[src/rtl/adder_axil_pkg.sv]
// Shared definitions for the adder peripheral and its AXI4-Lite master:
// register map, AXI response codes and master FSM state encoding.
package adder_axil_pkg;

    // Register map of the adder peripheral (byte offsets).
    localparam logic [7:0] ADDR_OPA = 8'h00;
    localparam logic [7:0] ADDR_OPB = 8'h04;
    localparam logic [7:0] ADDR_RES = 8'h08;
    localparam logic [7:0] ADDR_OVF = 8'h0C;

    // AXI response codes used by the peripheral.
    localparam logic [1:0] RESP_OKAY   = 2'b00;
    localparam logic [1:0] RESP_SLVERR = 2'b10;

    // Master FSM states.
    typedef logic [2:0] state_t;
    localparam state_t ST_IDLE   = 3'd0;
    localparam state_t ST_WR_A   = 3'd1;
    localparam state_t ST_WR_B   = 3'd2;
    localparam state_t ST_B_WAIT = 3'd3;
    localparam state_t ST_RD_RES = 3'd4;
    localparam state_t ST_RD_OVF = 3'd5;
    localparam state_t ST_R_WAIT = 3'd6;
    localparam state_t ST_DONE   = 3'd7;

endpackage

[src/rtl/axil_write_chan.sv]
// Issues one AXI4-Lite AW+W pair. The two channels handshake independently:
// each valid drops after its own ready, and a one-cycle done pulse follows
// once both have completed. An abort drops both valids immediately.
module axil_write_chan #(
    parameter int DATA_WIDTH = 32,
    parameter int ADDR_WIDTH = 8
) (
    input  logic                  clk,
    input  logic                  rst_n,
    input  logic                  start,
    input  logic                  abort,
    input  logic [ADDR_WIDTH-1:0] addr,
    input  logic [DATA_WIDTH-1:0] data,
    output logic [ADDR_WIDTH-1:0] awaddr,
    output logic                  awvalid,
    input  logic                  awready,
    output logic [DATA_WIDTH-1:0] wdata,
    output logic                  wvalid,
    input  logic                  wready,
    output logic                  done
);

    logic busy;
    logic aw_done;
    logic w_done;
    logic aw_ok;
    logic w_ok;

    // A channel counts as complete if it finished earlier or handshakes now.
    assign aw_ok = aw_done | (awvalid & awready);
    assign w_ok  = w_done  | (wvalid  & wready);

    // Channel handshake tracking; address/data are held once loaded so they
    // stay stable for as long as their valid is high.
    always_ff @(posedge clk or negedge rst_n) begin
        if (!rst_n) begin
            busy    <= 1'b0;
            aw_done <= 1'b0;
            w_done  <= 1'b0;
            awvalid <= 1'b0;
            wvalid  <= 1'b0;
            awaddr  <= '0;
            wdata   <= '0;
            done    <= 1'b0;
        end else begin
            done <= 1'b0;
            if (start) begin
                busy    <= 1'b1;
                awvalid <= 1'b1;
                wvalid  <= 1'b1;
                awaddr  <= addr;
                wdata   <= data;
                aw_done <= 1'b0;
                w_done  <= 1'b0;
            end else if (abort) begin
                busy    <= 1'b0;
                awvalid <= 1'b0;
                wvalid  <= 1'b0;
                aw_done <= 1'b0;
                w_done  <= 1'b0;
            end else if (busy) begin
                if (awvalid && awready) begin
                    awvalid <= 1'b0;
                    aw_done <= 1'b1;
                end
                if (wvalid && wready) begin
                    wvalid <= 1'b0;
                    w_done <= 1'b1;
                end
                // NOTE: non-blocking assignments take the last value written in
                // the block, so this completion branch cleanly overrides the
                // per-channel done flags set just above.
                if (aw_ok && w_ok) begin
                    busy    <= 1'b0;
                    done    <= 1'b1;
                    aw_done <= 1'b0;
                    w_done  <= 1'b0;
                end
            end
        end
    end

endmodule

[src/rtl/adder_axil_master.sv]
// AXI4-Lite master for the adder peripheral. One command runs four bus
// transactions in order (write A, write B, read sum, read overflow) and
// returns sum/overflow/error with a one-cycle rsp_valid pulse. Every
// handshake wait is bounded by TIMEOUT_CYCLES.
module adder_axil_master
    import adder_axil_pkg::*;
#(
    parameter int DATA_WIDTH     = 32,
    parameter int ADDR_WIDTH     = 8,
    parameter int TIMEOUT_CYCLES = 256
) (
    input  logic                    m1_axi_aclk,
    input  logic                    m1_axi_aresetn,
    input  logic                    cmd_valid,
    output logic                    cmd_ready,
    input  logic [DATA_WIDTH-1:0]   cmd_opa,
    input  logic [DATA_WIDTH-1:0]   cmd_opb,
    output logic                    rsp_valid,
    output logic [DATA_WIDTH-1:0]   rsp_sum,
    output logic                    rsp_ovf,
    output logic                    rsp_err,
    output logic [ADDR_WIDTH-1:0]   m1_axi_awaddr,
    output logic                    m1_axi_awvalid,
    input  logic                    m1_axi_awready,
    output logic [DATA_WIDTH-1:0]   m1_axi_wdata,
    output logic [DATA_WIDTH/8-1:0] m1_axi_wstrb,
    output logic                    m1_axi_wvalid,
    input  logic                    m1_axi_wready,
    input  logic [1:0]              m1_axi_bresp,
    input  logic                    m1_axi_bvalid,
    output logic                    m1_axi_bready,
    output logic [ADDR_WIDTH-1:0]   m1_axi_araddr,
    output logic                    m1_axi_arvalid,
    input  logic                    m1_axi_arready,
    input  logic [DATA_WIDTH-1:0]   m1_axi_rdata,
    input  logic [1:0]              m1_axi_rresp,
    input  logic                    m1_axi_rvalid,
    output logic                    m1_axi_rready
);

    localparam int                TMO_W   = $clog2(TIMEOUT_CYCLES);
    localparam logic [TMO_W-1:0]  TMO_MAX = TMO_W'(TIMEOUT_CYCLES - 1);

    state_t                  state;
    logic                    phase_b;   // second write (B) / second read (OVF)
    logic [TMO_W-1:0]        tmo;
    logic [DATA_WIDTH-1:0]   opb_q;
    logic [DATA_WIDTH-1:0]   sum_q;
    logic                    ovf_q;
    logic                    err_q;

    logic                    accept;
    logic                    waiting;
    logic                    tmo_hit;
    logic                    b_hs;
    logic                    ar_hs;
    logic                    r_hs;
    logic                    wr_start;
    logic                    wr_done;
    logic [ADDR_WIDTH-1:0]   wr_addr;
    logic [DATA_WIDTH-1:0]   wr_data;

    assign accept  = cmd_valid & cmd_ready;
    assign waiting = (state != ST_IDLE) && (state != ST_DONE);
    assign tmo_hit = waiting && (tmo == TMO_MAX);
    assign b_hs    = m1_axi_bvalid  & m1_axi_bready;
    assign ar_hs   = m1_axi_arvalid & m1_axi_arready;
    assign r_hs    = m1_axi_rvalid  & m1_axi_rready;

    // Write A starts straight from the accepted command; write B starts on
    // the B response of write A. A timeout takes priority over both.
    assign wr_start = accept ||
                      ((state == ST_B_WAIT) && b_hs && !phase_b && !tmo_hit);
    assign wr_addr  = (state == ST_IDLE) ? ADDR_WIDTH'(ADDR_OPA) : ADDR_WIDTH'(ADDR_OPB);
    assign wr_data  = (state == ST_IDLE) ? cmd_opa : opb_q;

    assign m1_axi_wstrb = '1;

    axil_write_chan #(
        .DATA_WIDTH (DATA_WIDTH),
        .ADDR_WIDTH (ADDR_WIDTH)
    ) u_wr (
        .clk     (m1_axi_aclk),
        .rst_n   (m1_axi_aresetn),
        .start   (wr_start),
        .abort   (tmo_hit),
        .addr    (wr_addr),
        .data    (wr_data),
        .awaddr  (m1_axi_awaddr),
        .awvalid (m1_axi_awvalid),
        .awready (m1_axi_awready),
        .wdata   (m1_axi_wdata),
        .wvalid  (m1_axi_wvalid),
        .wready  (m1_axi_wready),
        .done    (wr_done)
    );

    // Sequencer: walks the four transactions, accumulates the error flag and
    // publishes the response; the timeout counter restarts on every state change.
    always_ff @(posedge m1_axi_aclk or negedge m1_axi_aresetn) begin
        if (!m1_axi_aresetn) begin
            state          <= ST_IDLE;
            phase_b        <= 1'b0;
            tmo            <= '0;
            opb_q          <= '0;
            sum_q          <= '0;
            ovf_q          <= 1'b0;
            err_q          <= 1'b0;
            cmd_ready      <= 1'b1;
            rsp_valid      <= 1'b0;
            rsp_sum        <= '0;
            rsp_ovf        <= 1'b0;
            rsp_err        <= 1'b0;
            m1_axi_bready  <= 1'b0;
            m1_axi_araddr  <= '0;
            m1_axi_arvalid <= 1'b0;
            m1_axi_rready  <= 1'b0;
        end else begin
            rsp_valid <= 1'b0;
            tmo       <= waiting ? tmo + 1'b1 : '0;
            if (tmo_hit) begin
                m1_axi_bready  <= 1'b0;
                m1_axi_arvalid <= 1'b0;
                m1_axi_rready  <= 1'b0;
                err_q          <= 1'b1;
                tmo            <= '0;
                state          <= ST_DONE;
            end else begin
                case (state)
                    ST_IDLE: begin
                        if (accept) begin
                            opb_q     <= cmd_opb;
                            sum_q     <= '0;
                            ovf_q     <= 1'b0;
                            err_q     <= 1'b0;
                            phase_b   <= 1'b0;
                            cmd_ready <= 1'b0;
                            state     <= ST_WR_A;
                        end
                    end
                    ST_WR_A, ST_WR_B: begin
                        if (wr_done) begin
                            m1_axi_bready <= 1'b1;
                            tmo           <= '0;
                            state         <= ST_B_WAIT;
                        end
                    end
                    ST_B_WAIT: begin
                        if (b_hs) begin
                            m1_axi_bready <= 1'b0;
                            tmo           <= '0;
                            if (m1_axi_bresp != RESP_OKAY) err_q <= 1'b1;
                            if (!phase_b) begin
                                phase_b <= 1'b1;
                                state   <= ST_WR_B;
                            end else begin
                                phase_b        <= 1'b0;
                                m1_axi_arvalid <= 1'b1;
                                m1_axi_araddr  <= ADDR_WIDTH'(ADDR_RES);
                                state          <= ST_RD_RES;
                            end
                        end
                    end
                    ST_RD_RES, ST_RD_OVF: begin
                        if (ar_hs) begin
                            m1_axi_arvalid <= 1'b0;
                            m1_axi_rready  <= 1'b1;
                            tmo            <= '0;
                            state          <= ST_R_WAIT;
                        end
                    end
                    ST_R_WAIT: begin
                        if (r_hs) begin
                            m1_axi_rready <= 1'b0;
                            tmo           <= '0;
                            if (m1_axi_rresp != RESP_OKAY) err_q <= 1'b1;
                            if (!phase_b) begin
                                sum_q          <= m1_axi_rdata;
                                phase_b        <= 1'b1;
                                m1_axi_arvalid <= 1'b1;
                                m1_axi_araddr  <= ADDR_WIDTH'(ADDR_OVF);
                                state          <= ST_RD_OVF;
                            end else begin
                                ovf_q <= m1_axi_rdata[0];
                                state <= ST_DONE;
                            end
                        end
                    end
                    ST_DONE: begin
                        rsp_valid <= 1'b1;
                        rsp_sum   <= sum_q;
                        rsp_ovf   <= ovf_q;
                        rsp_err   <= err_q;
                        cmd_ready <= 1'b1;
                        state     <= ST_IDLE;
                    end
                    default: state <= ST_IDLE;
                endcase
            end
        end
    end

endmodule

[config.mk]
export PLATFORM = sky130hd
export DESIGN_NAME = adder_axil_master
export DESIGN_NICKNAME = d
export VERILOG_FILES = /design/src/rtl/adder_axil_pkg.sv /design/src/rtl/axil_write_chan.sv /design/src/rtl/adder_axil_master.sv
export SDC_FILE = /design/constraint.sdc
export NUM_CORES = 1
export LEC_CHECK = 0
export BUFFER_PORTS_ARGS = -buffer_cell sky130_fd_sc_hd__clkbuf_2
export CORE_MARGIN = 2
export CORE_UTILIZATION = 56
export CTS_CLUSTER_SIZE = 25
export DETAILED_ROUTE_END_ITERATION = 8
export PLACE_DENSITY = 0.83
export SYNTH_ARGS = -nofsm -noshare
export SYNTH_HDL_FRONTEND = slang
export SYNTH_SLANG_ARGS = --single-unit
[constraint.sdc]
create_clock -name m1_axi_aclk -period 4.8 [get_ports m1_axi_aclk]
set_input_delay 1.2 -clock m1_axi_aclk [delete_from_list [all_inputs] [get_ports m1_axi_aclk]]
set_output_delay 1.2 -clock m1_axi_aclk [all_outputs]
set_load 0.01 [all_outputs]
==> results of run 1 <==
[worst register-to-register path, cell delays in order, from the launching register on]
cell and delay (ns):
dfrtp_1 0.70, and2_4 0.31, nand2_8 0.21, inv_6 0.26, nor4_4 0.09, o21ai_4 0.48
buf_4 0.42, mux2_2 0.40
[cells in the final DEF, fill, tap and decap left out, drive strengths merged, types with 7 or more instances in the layout]
cell      n
a21oi     7
inv      37
buf       8
dfrtp   157
nor2     14
mux2     66
nand3     7
o21ai    37
conb     17
clkbuf  202
nand2   181
mux2i    33
[registers in the layout, summed over array words and instances (netlist names), 2 cells and up]
| name | count |
|---|---|
| m1_axi_araddr | 2 |
| tmo | 8 |
| opb_q | 32 |
| state | 3 |
| sum_q | 32 |
| u_wr.wdata | 32 |
| rsp_sum | 32 |
[power by group through the flow]
stage	sequential [mW]	clock, mW	combinational [mW]
6_report	2.25	1.46	1.85
2_1_floorplan	2.29	0	1.22
3_3_place_gp	2.25	0	1.78
4_1_cts	2.25	1.48	1.87
5_1_grt	2.32	1.54	2.06
3_5_place_dp	2.27	0	1.84
[Yosys cell counts, types with 3 or more instances]
master    number
nand2_1      180
dfrtp_1      157
mux2_2        62
o21ai_0       36
inv_1         35
mux2i_1       33
buf_4         21
clkbuf_1      15
buf_2         14
nor2_1        14
a21oi_1        7
nand3_1        6
a211oi_1       4
a31oi_1        4
buf_6          4
mux2_4         4
nor3_1         4
xor2_1         4
and2_1         3
nand4_1        3
nor3b_1        3
nor4_1         3
o21a_1         3
[area by class of cell]
cell class	count	area, um^2	share of cell area
clock inverter	10	185	0.0214
timing repair buffer	190	987	0.114
clock buffer	20	457	0.0527
inverter	36	140	0.0162
sequential	158	3960	0.457
tap	172	215	0.0248
multi-input combinational	428	2720	0.314
[logic make-up (layout without fill, tap and decap cells)]
kind of cell               count (synthesis)  in the layout
xor gates and xnor gates                   6              6
other                                      2             17
DFF                                      158            158
AOI/OAI and AO/OA                         68             68
muxes                                     99             99
buffers and inverters                     90            256
and+or+nand+nor                          237            237
adders and majority gates                  1              1
[metrics by stage]
step           power [mW]  hold WS, ns  utilization  area, um^2
2_1_floorplan        3.51        0.435            -        7130
3_3_place_gp         4.02        0.454        0.643        8020
3_5_place_dp         4.11        0.458        0.643        8020
4_1_cts              5.61        0.474        0.695        8660
5_1_grt              5.92        0.488        0.695        8660
6_report             5.56        0.469        0.695        8660
[metal layers]
layer,GRT usage,part of all wire,wire length (um)
met5,0,0,0
met3,0.0830,0.084,1280
met1,0.301,0.43,6630
met4,0.0913,0.020,306
met2,0.369,0.46,7040
[worst max path at each step]
stage / from / endpoint / slack (ns)
2_1_floorplan: m1_axi_bvalid / u_wr.wdata[10] / 2.28
3_3_place_gp: m1_axi_bvalid / u_wr.wdata[17] / 1.53
3_5_place_dp: m1_axi_bvalid / u_wr.wdata[20] / 1.51
4_1_cts: state[1] / u_wr.wdata[20] / 1.81
5_1_grt: state[1] / u_wr.wdata[20] / 1.63
6_report: state[1] / u_wr.wdata[14] / 1.82
==> impl_metrics.py, run 1 <==
metrics = {
    "critical_path": {
        "path_class": "flop to flop",
        "slowest_delay_ns": 0.70,
        "start_kind": "flop",
        "cp.required_ns": 5.11,
        "setup.worst_path.end_class": "flop",
        "slowest_stage": "dfrtp_1",
        "arrival_ns": 3.29,
        "r2r-start": "state[1]",
        "r2r_cells": 7,
        "ff2ff_setup_slack_ns": 1.82,
        "cp_max_fo": 67,
        "cp_top_family": "flip-flops",
        "worst-path-buf-inv": 2,
        "worstPathCellList": "and2_4 > nand2_8 > inv_6 > nor4_4 > o21ai_4 > buf_4 > mux2_2",
        "rr_endpoint": "u_wr.wdata[14]",
        "cp.depth": 7,
    },
    "clock_tree": {
        "cts-hold-fix-buffers": 0,
        "htree_levels": 4,
        "path_clk_slew_ns": 0.06,
        "post_cts_buffers": 0,
        "clock-root-buffer": "clkbuf_16",
        "clock_sinks": 158,
        "cts_tree": "yes",
        "cts_buffers": 17,
        "clock_path_buffers": 2,
        "clk_latency_ns": 0.42,
        "postCtsResizedCells": 0,
    },
    "power": {
        "combPwrFrac": 0.332,
        "power.switching_mw": 1.84,
        "netSwitchingFraction": 0.331,
        "clock_power_share": 0.263,
        "leakagePower_nw": 4.30,
        "powerDensity_nw_per_um2": 642,
        "p_seq_frac": 0.405,
        "vdd_ir_drop_max_mv": 0.389,
        "internal_power_mw": 3.72,
    },
    "placement": {
        "io_buffers": 183,
        "placed_cells": 984,
        "dpl_worst_slack_ns": 1.51,
        "dp.final_hpwl_um": 10400,
        "place.gp.congestion": 0.767,
    },
    "sta": {
        "rsz0062_at_grt": "no",
        "maxSlewHeadroom": 0.364,
        "final.period_utilization": 0.621,
        "fin_ws_ns": 1.82,
        "worst_clock_skew_ns": 0.00789,
        "tightest_slew_ns": 0.946,
        "timing.fmax_ghz": 0.335,
        "min_period_ns": 2.98,
        "hold_violations": 0,
        "fin_setup_tns_ns": 0,
        "drv_slew": 0,
        "finalSetupViolations": 0,
    },
    "synthesis": {
        "synth_xor_area_frac": 0.00743,
        "synth_top_cell_by_area": "dfrtp_1",
        "yosys.cell_types.count": 57,
        "synth.mux.area_fraction": 0.154,
        "synthFlopType": "dfrtp_1",
        "seq_area_frac_synth": 0.559,
        "synth_compound_area_frac": 0.0584,
        "synth_seq_cells": 158,
        "synth_top_family_by_area": "multiplexers",
        "synth_edf_count": 0,
        "synth.cell_area_um2": 7070,
        "synthSimpleGateAreaFrac": 0.152,
        "yosysTopAreaCellShare": 0.556,
        "synth_cells": 661,
        "avgSynthCellArea_um2": 10.7,
        "synthAdderAreaFrac": 0.00177,
        "synth.area.top_cells": "dfrtp_1, mux2_2, nand2_1",
        "synthArstFlopShare": 1.00,
        "ys_warn_count": 0,
    },
    "hold_path": {
        "min_path_type": "flop to flop",
        "hold_path_end": "opb_q[27]",
        "hold_depth": 2,
        "min-delay-start": "opb_q[27]",
    },
    "drt": {
        "drtIter0Drc": 368,
        "avgViaCountPerCell": 5.07,
        "drc": 0,
        "first_pass_iters": 4,
        "wl_um": 15300,
        "ant_nets": 0,
        "drt-wirelength-per-cell_um": 15.0,
        "vias": 5136,
    },
    "global_routing": {
        "grt_max_degree": 106,
        "antenna_found_initial": 0,
        "first_global_vias": 5005,
        "grt-ovfl-total": 0,
        "grt_pass1_wl_um": 24500,
        "track_usage": 0.235,
    },
    "cells_and_area": {
        "layout-drive-gt1-share": 0.355,
        "syn_to_final_growth_pct": 22.5,
        "diodes": 0,
        "fill_cells": 942,
        "nets": 940,
        "fin_cells": 1014,
    },
    "die": {
        "initial_utilization": 0.567,
        "dieArea_um2": 13500,
        "io_pins": 201,
        "die_h_um": 116,
        "num_rows": 41,
        "coreArea_um2": 12500,
        "die_width_um": 116,
    },
    "status": {
        "status": "completed",
    },
    "flow_run": {
        "cap_violations": 0,
    },
}
Note: power is estimated with default switching activity, not from simulation.
==> run 2: changes to the inputs <==
--- a/config.mk
+++ b/config.mk
@@ -7,10 +7,10 @@
 export LEC_CHECK = 0
 export BUFFER_PORTS_ARGS = -buffer_cell sky130_fd_sc_hd__clkbuf_2
 export CORE_MARGIN = 2
-export CORE_UTILIZATION = 56
+export CORE_UTILIZATION = 47
 export CTS_CLUSTER_SIZE = 25
 export DETAILED_ROUTE_END_ITERATION = 8
-export PLACE_DENSITY = 0.83
+export PLACE_DENSITY = 0.74
 export SYNTH_ARGS = -nofsm -noshare
 export SYNTH_HDL_FRONTEND = slang
 export SYNTH_SLANG_ARGS = --single-unit
==> constraint.sdc (replaced) <==
create_clock -name m1_axi_aclk -period 2.7 [get_ports m1_axi_aclk]
set_input_delay 0.675 -clock m1_axi_aclk [delete_from_list [all_inputs] [get_ports m1_axi_aclk]]
set_output_delay 0.675 -clock m1_axi_aclk [all_outputs]
set_load 0.01 [all_outputs]
==> impl_metrics.py, run 2 (synthesized netlist as in run 1, its figures left out) <==
metrics = {
    "drt": {
        "ant_nets": 0,
        "vias": 5141,
        "drt-wirelength-per-cell_um": 14.8,
        "avgViaCountPerCell": 4.98,
        "wl_um": 15300,
        "drc": 0,
        "first_pass_iters": 4,
        "drtIter0Drc": 256,
    },
    "clock_tree": {
        "clock_path_buffers": 2,
        "clk_latency_ns": 0.41,
        "htree_levels": 4,
        "cts-hold-fix-buffers": 0,
        "clock_sinks": 158,
        "post_cts_buffers": 0,
        "cts_tree": "yes",
        "cts_buffers": 17,
        "clock-root-buffer": "clkbuf_16",
        "postCtsResizedCells": 0,
        "path_clk_slew_ns": 0.06,
    },
    "cells_and_area": {
        "layout-drive-gt1-share": 0.359,
        "mostFrequentLayoutCell": "clkbuf_2",
        "diodes": 0,
        "syn_to_final_growth_pct": 23.8,
        "finalCoreUtilization": 0.600,
        "final_cell_mix": "clkbuf_2, nand2_1, dfrtp_1",
        "nets": 948,
        "fill_cells": 1248,
    },
    "sta": {
        "whs_ns": 0.219,
        "final.period_utilization": 0.825,
        "drv_slew": 0,
        "timing.fmax_ghz": 0.449,
        "worst_clock_skew_ns": 0.0105,
        "tightest_slew_ns": 0.595,
        "maxSlewHeadroom": 0.599,
        "rsz0062_at_grt": "no",
        "min_period_ns": 2.23,
        "fin_setup_tns_ns": 0,
        "hold_violations": 0,
        "finalSetupViolations": 0,
    },
    "power": {
        "powerDensity_nw_per_um2": 1110,
        "vdd_ir_drop_max_mv": 0.682,
        "leakagePower_nw": 4.34,
    },
    "die": {
        "initial_utilization": 0.485,
        "io_pins": 201,
        "die_h_um": 127,
        "die_width_um": 127,
        "coreArea_um2": 14600,
        "num_rows": 44,
        "dieArea_um2": 16000,
    },
    "critical_path": {
        "slowest_stage": "dfrtp_1",
        "path_class": "flop to flop",
        "crit_start": "state[1]",
        "cp_top_family": "flip-flops",
        "cp.required_ns": 2.99,
        "worst-path-buf-inv": 2,
        "worstPathCellList": "inv_1 > or3_1 > o21ai_4 > buf_12 > mux2_2",
        "r2r-start": "state[1]",
        "arrival_ns": 2.52,
        "cp_max_fo": 39,
        "start_kind": "flop",
        "slowest_delay_ns": 0.67,
        "setup.worst_path.end_class": "flop",
    },
    "placement": {
        "place.gp.congestion": 0.829,
        "io_buffers": 183,
        "dp.final_hpwl_um": 10800,
    },
    "global_routing": {
        "antenna_found_initial": 0,
        "grt-ovfl-total": 0,
        "grt_max_degree": 67,
        "track_usage": 0.201,
        "first_global_vias": 5182,
        "grt_pass1_wl_um": 25700,
    },
    "flow_run": {
        "cap_violations": 0,
    },
    "status": {
        "status": "completed",
    },
    "hold_path": {
        "min_path_type": "input pin to asynchronous set/reset pin",
    },
}
run 2: cell types whose count changed in the layout (fill, tap and decap cells not counted), sizes merged:
cell | before | now
buf | 8 | 16
inv | 37 | 36
clkinvlp | 1 | 0
bufinv | 5 | 3
clkbuf | 202 | 205
run 2: cell type report:
class / count / area (um^2) / share of cell area
timing repair buffer: 198 / 1110 / 0.127
tap: 184 / 230 / 0.0263
inverter: 36 / 140 / 0.0160
sequential: 158 / 3960 / 0.452
multi-input combinational: 428 / 2720 / 0.311
clock inverter: 6 / 109 / 0.0124
clock buffer: 23 / 488 / 0.0557
run 2: final timing paths:
path                                  end  slack [ns]  depth (start not counted)
max reg2reg                u_wr.wdata[17]        0.47                          5
max                        u_wr.wdata[17]        0.47                          5
min                              sum_q[7]        0.22                          1
max in group asynchronous       cmd_ready        1.77                          2
min reg2reg                     opb_q[27]        0.47                          2
min in group m1_axi_aclk        opb_q[11]        0.45                          3
run 2: per-stage QoR:
stage / instance area, um^2 / instances / power, mW / setup slack (ns)
detailed placement: 8160 / 1004 / 7.39 / 0.422
global route: 8750 / 1033 / 10.4 / 0.306
finish: 8750 / 1033 / 9.74 / 0.472
global placement: 8160 / 1004 / 7.26 / 0.456
CTS: 8750 / 1033 / 9.87 / 0.472
floorplan: 7130 / 676 / 6.24 / 0.610
run 2: power breakdown:
group / internal, mW / switching [mW]
Clock: 1.54 / 0.890
Sequential: 3.38 / 0.594
Combinational: 1.63 / 1.71
Total: 6.55 / 3.19
run 2: routing by layer:
metal  GRT usage  routed length (um)
met5           0                   0
met4      0.0556                 263
met3      0.0793                1270
met2       0.319                6980
met1       0.260                6800
==> run 3: changes to the inputs <==
--- a/config.mk
+++ b/config.mk
@@ -7,10 +7,10 @@
 export LEC_CHECK = 0
 export BUFFER_PORTS_ARGS = -buffer_cell sky130_fd_sc_hd__clkbuf_2
 export CORE_MARGIN = 2
-export CORE_UTILIZATION = 47
+export CORE_UTILIZATION = 52
 export CTS_CLUSTER_SIZE = 25
 export DETAILED_ROUTE_END_ITERATION = 8
-export PLACE_DENSITY = 0.74
+export PLACE_DENSITY = 0.78
 export SYNTH_ARGS = -nofsm -noshare
 export SYNTH_HDL_FRONTEND = slang
 export SYNTH_SLANG_ARGS = --single-unit
==> constraint.sdc (replaced) <==
create_clock -name m1_axi_aclk -period 2.25 [get_ports m1_axi_aclk]
set_input_delay 0.5625 -clock m1_axi_aclk [delete_from_list [all_inputs] [get_ports m1_axi_aclk]]
set_output_delay 0.5625 -clock m1_axi_aclk [all_outputs]
set_load 0.01 [all_outputs]
==> impl_metrics.py, run 3 (synthesized netlist as in run 1, its figures left out) <==
metrics = {
    "drt": {
        "avgViaCountPerCell": 5.09,
        "drt-wirelength-per-cell_um": 15.3,
        "first_pass_iters": 4,
        "drtIter0Drc": 328,
        "drc": 0,
        "wl_um": 15800,
        "ant_nets": 0,
        "vias": 5278,
    },
    "global_routing": {
        "antenna_found_initial": 0,
        "track_usage": 0.232,
        "grt_max_degree": 74,
        "first_global_vias": 5423,
        "grt_pass1_wl_um": 26500,
        "grt-ovfl-total": 0,
    },
    "clock_tree": {
        "clk_latency_ns": 0.42,
        "clock_sinks": 158,
        "path_clk_slew_ns": 0.06,
        "cts_buffers": 17,
        "postCtsResizedCells": 0,
        "clock_path_buffers": 2,
        "cts_tree": "yes",
        "clock-root-buffer": "clkbuf_16",
        "htree_levels": 4,
    },
    "cells_and_area": {
        "layout-drive-gt1-share": 0.366,
        "diodes": 0,
        "fin_area_um2": 8840,
        "finalCoreUtilization": 0.667,
        "fin_cells": 1036,
        "nets": 957,
        "syn_to_final_growth_pct": 25.0,
        "mostFrequentLayoutCell": "clkbuf_2",
        "final_cell_mix": "clkbuf_2, nand2_1, dfrtp_1",
    },
    "critical_path": {
        "r2r-start": "state[1]",
        "arrival_ns": 2.48,
        "ff2ff_setup_slack_ns": 0.06,
        "rr_endpoint": "u_wr.wdata[4]",
        "slowest_stage": "dfrtp_1",
        "slowest_delay_ns": 0.63,
        "cp_max_fo": 21,
        "cp.required_ns": 2.55,
        "worstPathCellList": "inv_1 > or3_1 > o21ai_4 > buf_12 > mux2_2",
        "r2r_cells": 5,
        "worst-path-buf-inv": 2,
        "setup.worst_path.end_class": "flop",
        "start_kind": "flop",
        "path_class": "flop to flop",
        "cp_top_family": "flip-flops",
    },
    "sta": {
        "worst_clock_skew_ns": 0.00847,
        "maxSlewHeadroom": 0.607,
        "tightest_slew_ns": 0.589,
        "final.period_utilization": 0.971,
        "min_period_ns": 2.19,
        "finalSetupViolations": 0,
        "drv_slew": 0,
        "fin_setup_tns_ns": 0,
        "hold_violations": 0,
        "whs_ns": 0.337,
        "timing.fmax_ghz": 0.458,
        "rsz0062_at_grt": "no",
        "fin_ws_ns": 0.0644,
    },
    "placement": {
        "placed_cells": 1004,
        "place.gp.congestion": 0.820,
        "dpl_cell_area_um2": 8220,
        "dpl_worst_slack_ns": 0.102,
        "dp.final_hpwl_um": 11100,
        "io_buffers": 183,
    },
    "hold_path": {
        "hold_path_end": "opb_q[24]",
        "min-delay-start": "cmd_opb[24]",
        "hold_depth": 3,
        "min_path_type": "input pin to flop",
    },
    "die": {
        "num_rows": 42,
        "io_pins": 201,
        "die_width_um": 121,
        "initial_utilization": 0.534,
        "die_h_um": 121,
        "dieArea_um2": 14500,
        "coreArea_um2": 13200,
    },
    "power": {
        "p_total_mw": 11.9,
        "vdd_ir_drop_max_mv": 0.712,
        "powerDensity_nw_per_um2": 1350,
        "leakagePower_nw": 4.39,
    },
    "flow_run": {
        "cap_violations": 0,
    },
    "status": {
        "status": "completed",
    },
}
## run 3: worst max path at each step
| stage | from | cells after the start | slack, ns | end |
|---|---|---|---|---|
| global placement | m1_axi_bvalid | 6 | 0.16 | u_wr.wdata[1] |
| global route | state[1] | 5 | 0.03 | u_wr.wdata[4] |
| floorplan | state[2] | 5 | 0.16 | u_wr.wdata[0] |
| CTS | state[1] | 5 | 0.12 | u_wr.wdata[4] |
| finish | state[1] | 5 | 0.06 | u_wr.wdata[4] |
| detailed placement | m1_axi_bvalid | 6 | 0.10 | u_wr.wdata[28] |
## run 3: worst reg2reg max path, delay by kind of cell, from the launching register on
| kind | cells | cell delay (ns) |
|---|---|---|
| flip-flops | 1 | 0.63 |
| AND/OR/NAND/NOR | 1 | 0.46 |
| buffers and inverters | 2 | 0.40 |
| multiplexers | 1 | 0.37 |
| AO/OA/AOI/OAI | 1 | 0.21 |
## run 3: timing repair
item | CTS | global route
hold endpoints to repair | 19 | 0
endpoints found under the setup margin | 0 | 0
hold buffers | 1 | 0
setup buffers | 0 | 0
## run 3: cell type report
| cell class | instances | area, um^2 |
|---|---|---|
| clock inverter | 9 | 133 |
| sequential | 158 | 3960 |
| clock buffer | 22 | 474 |
| inverter | 36 | 140 |
| timing repair buffer | 207 | 1190 |
| fill | 1037 | 4410 |
| tap | 176 | 220 |
| multi-input combinational | 428 | 2720 |
## run 3: routing by layer
metal | track usage | vias up | part of all wire
met1 | 0.296 | 2555 | 0.43
met3 | 0.0821 | 14 | 0.085
li1 | - | 2531 | -
met5 | 0 | - | 0
met2 | 0.374 | 178 | 0.47
met4 | 0.0712 | 0 | 0.011
## run 3: report_power, final
part,switching [mW],internal [mW]
clock network,1.09,1.83
registers,0.692,4.06
logic,2.18,2.04
total,3.96,7.92
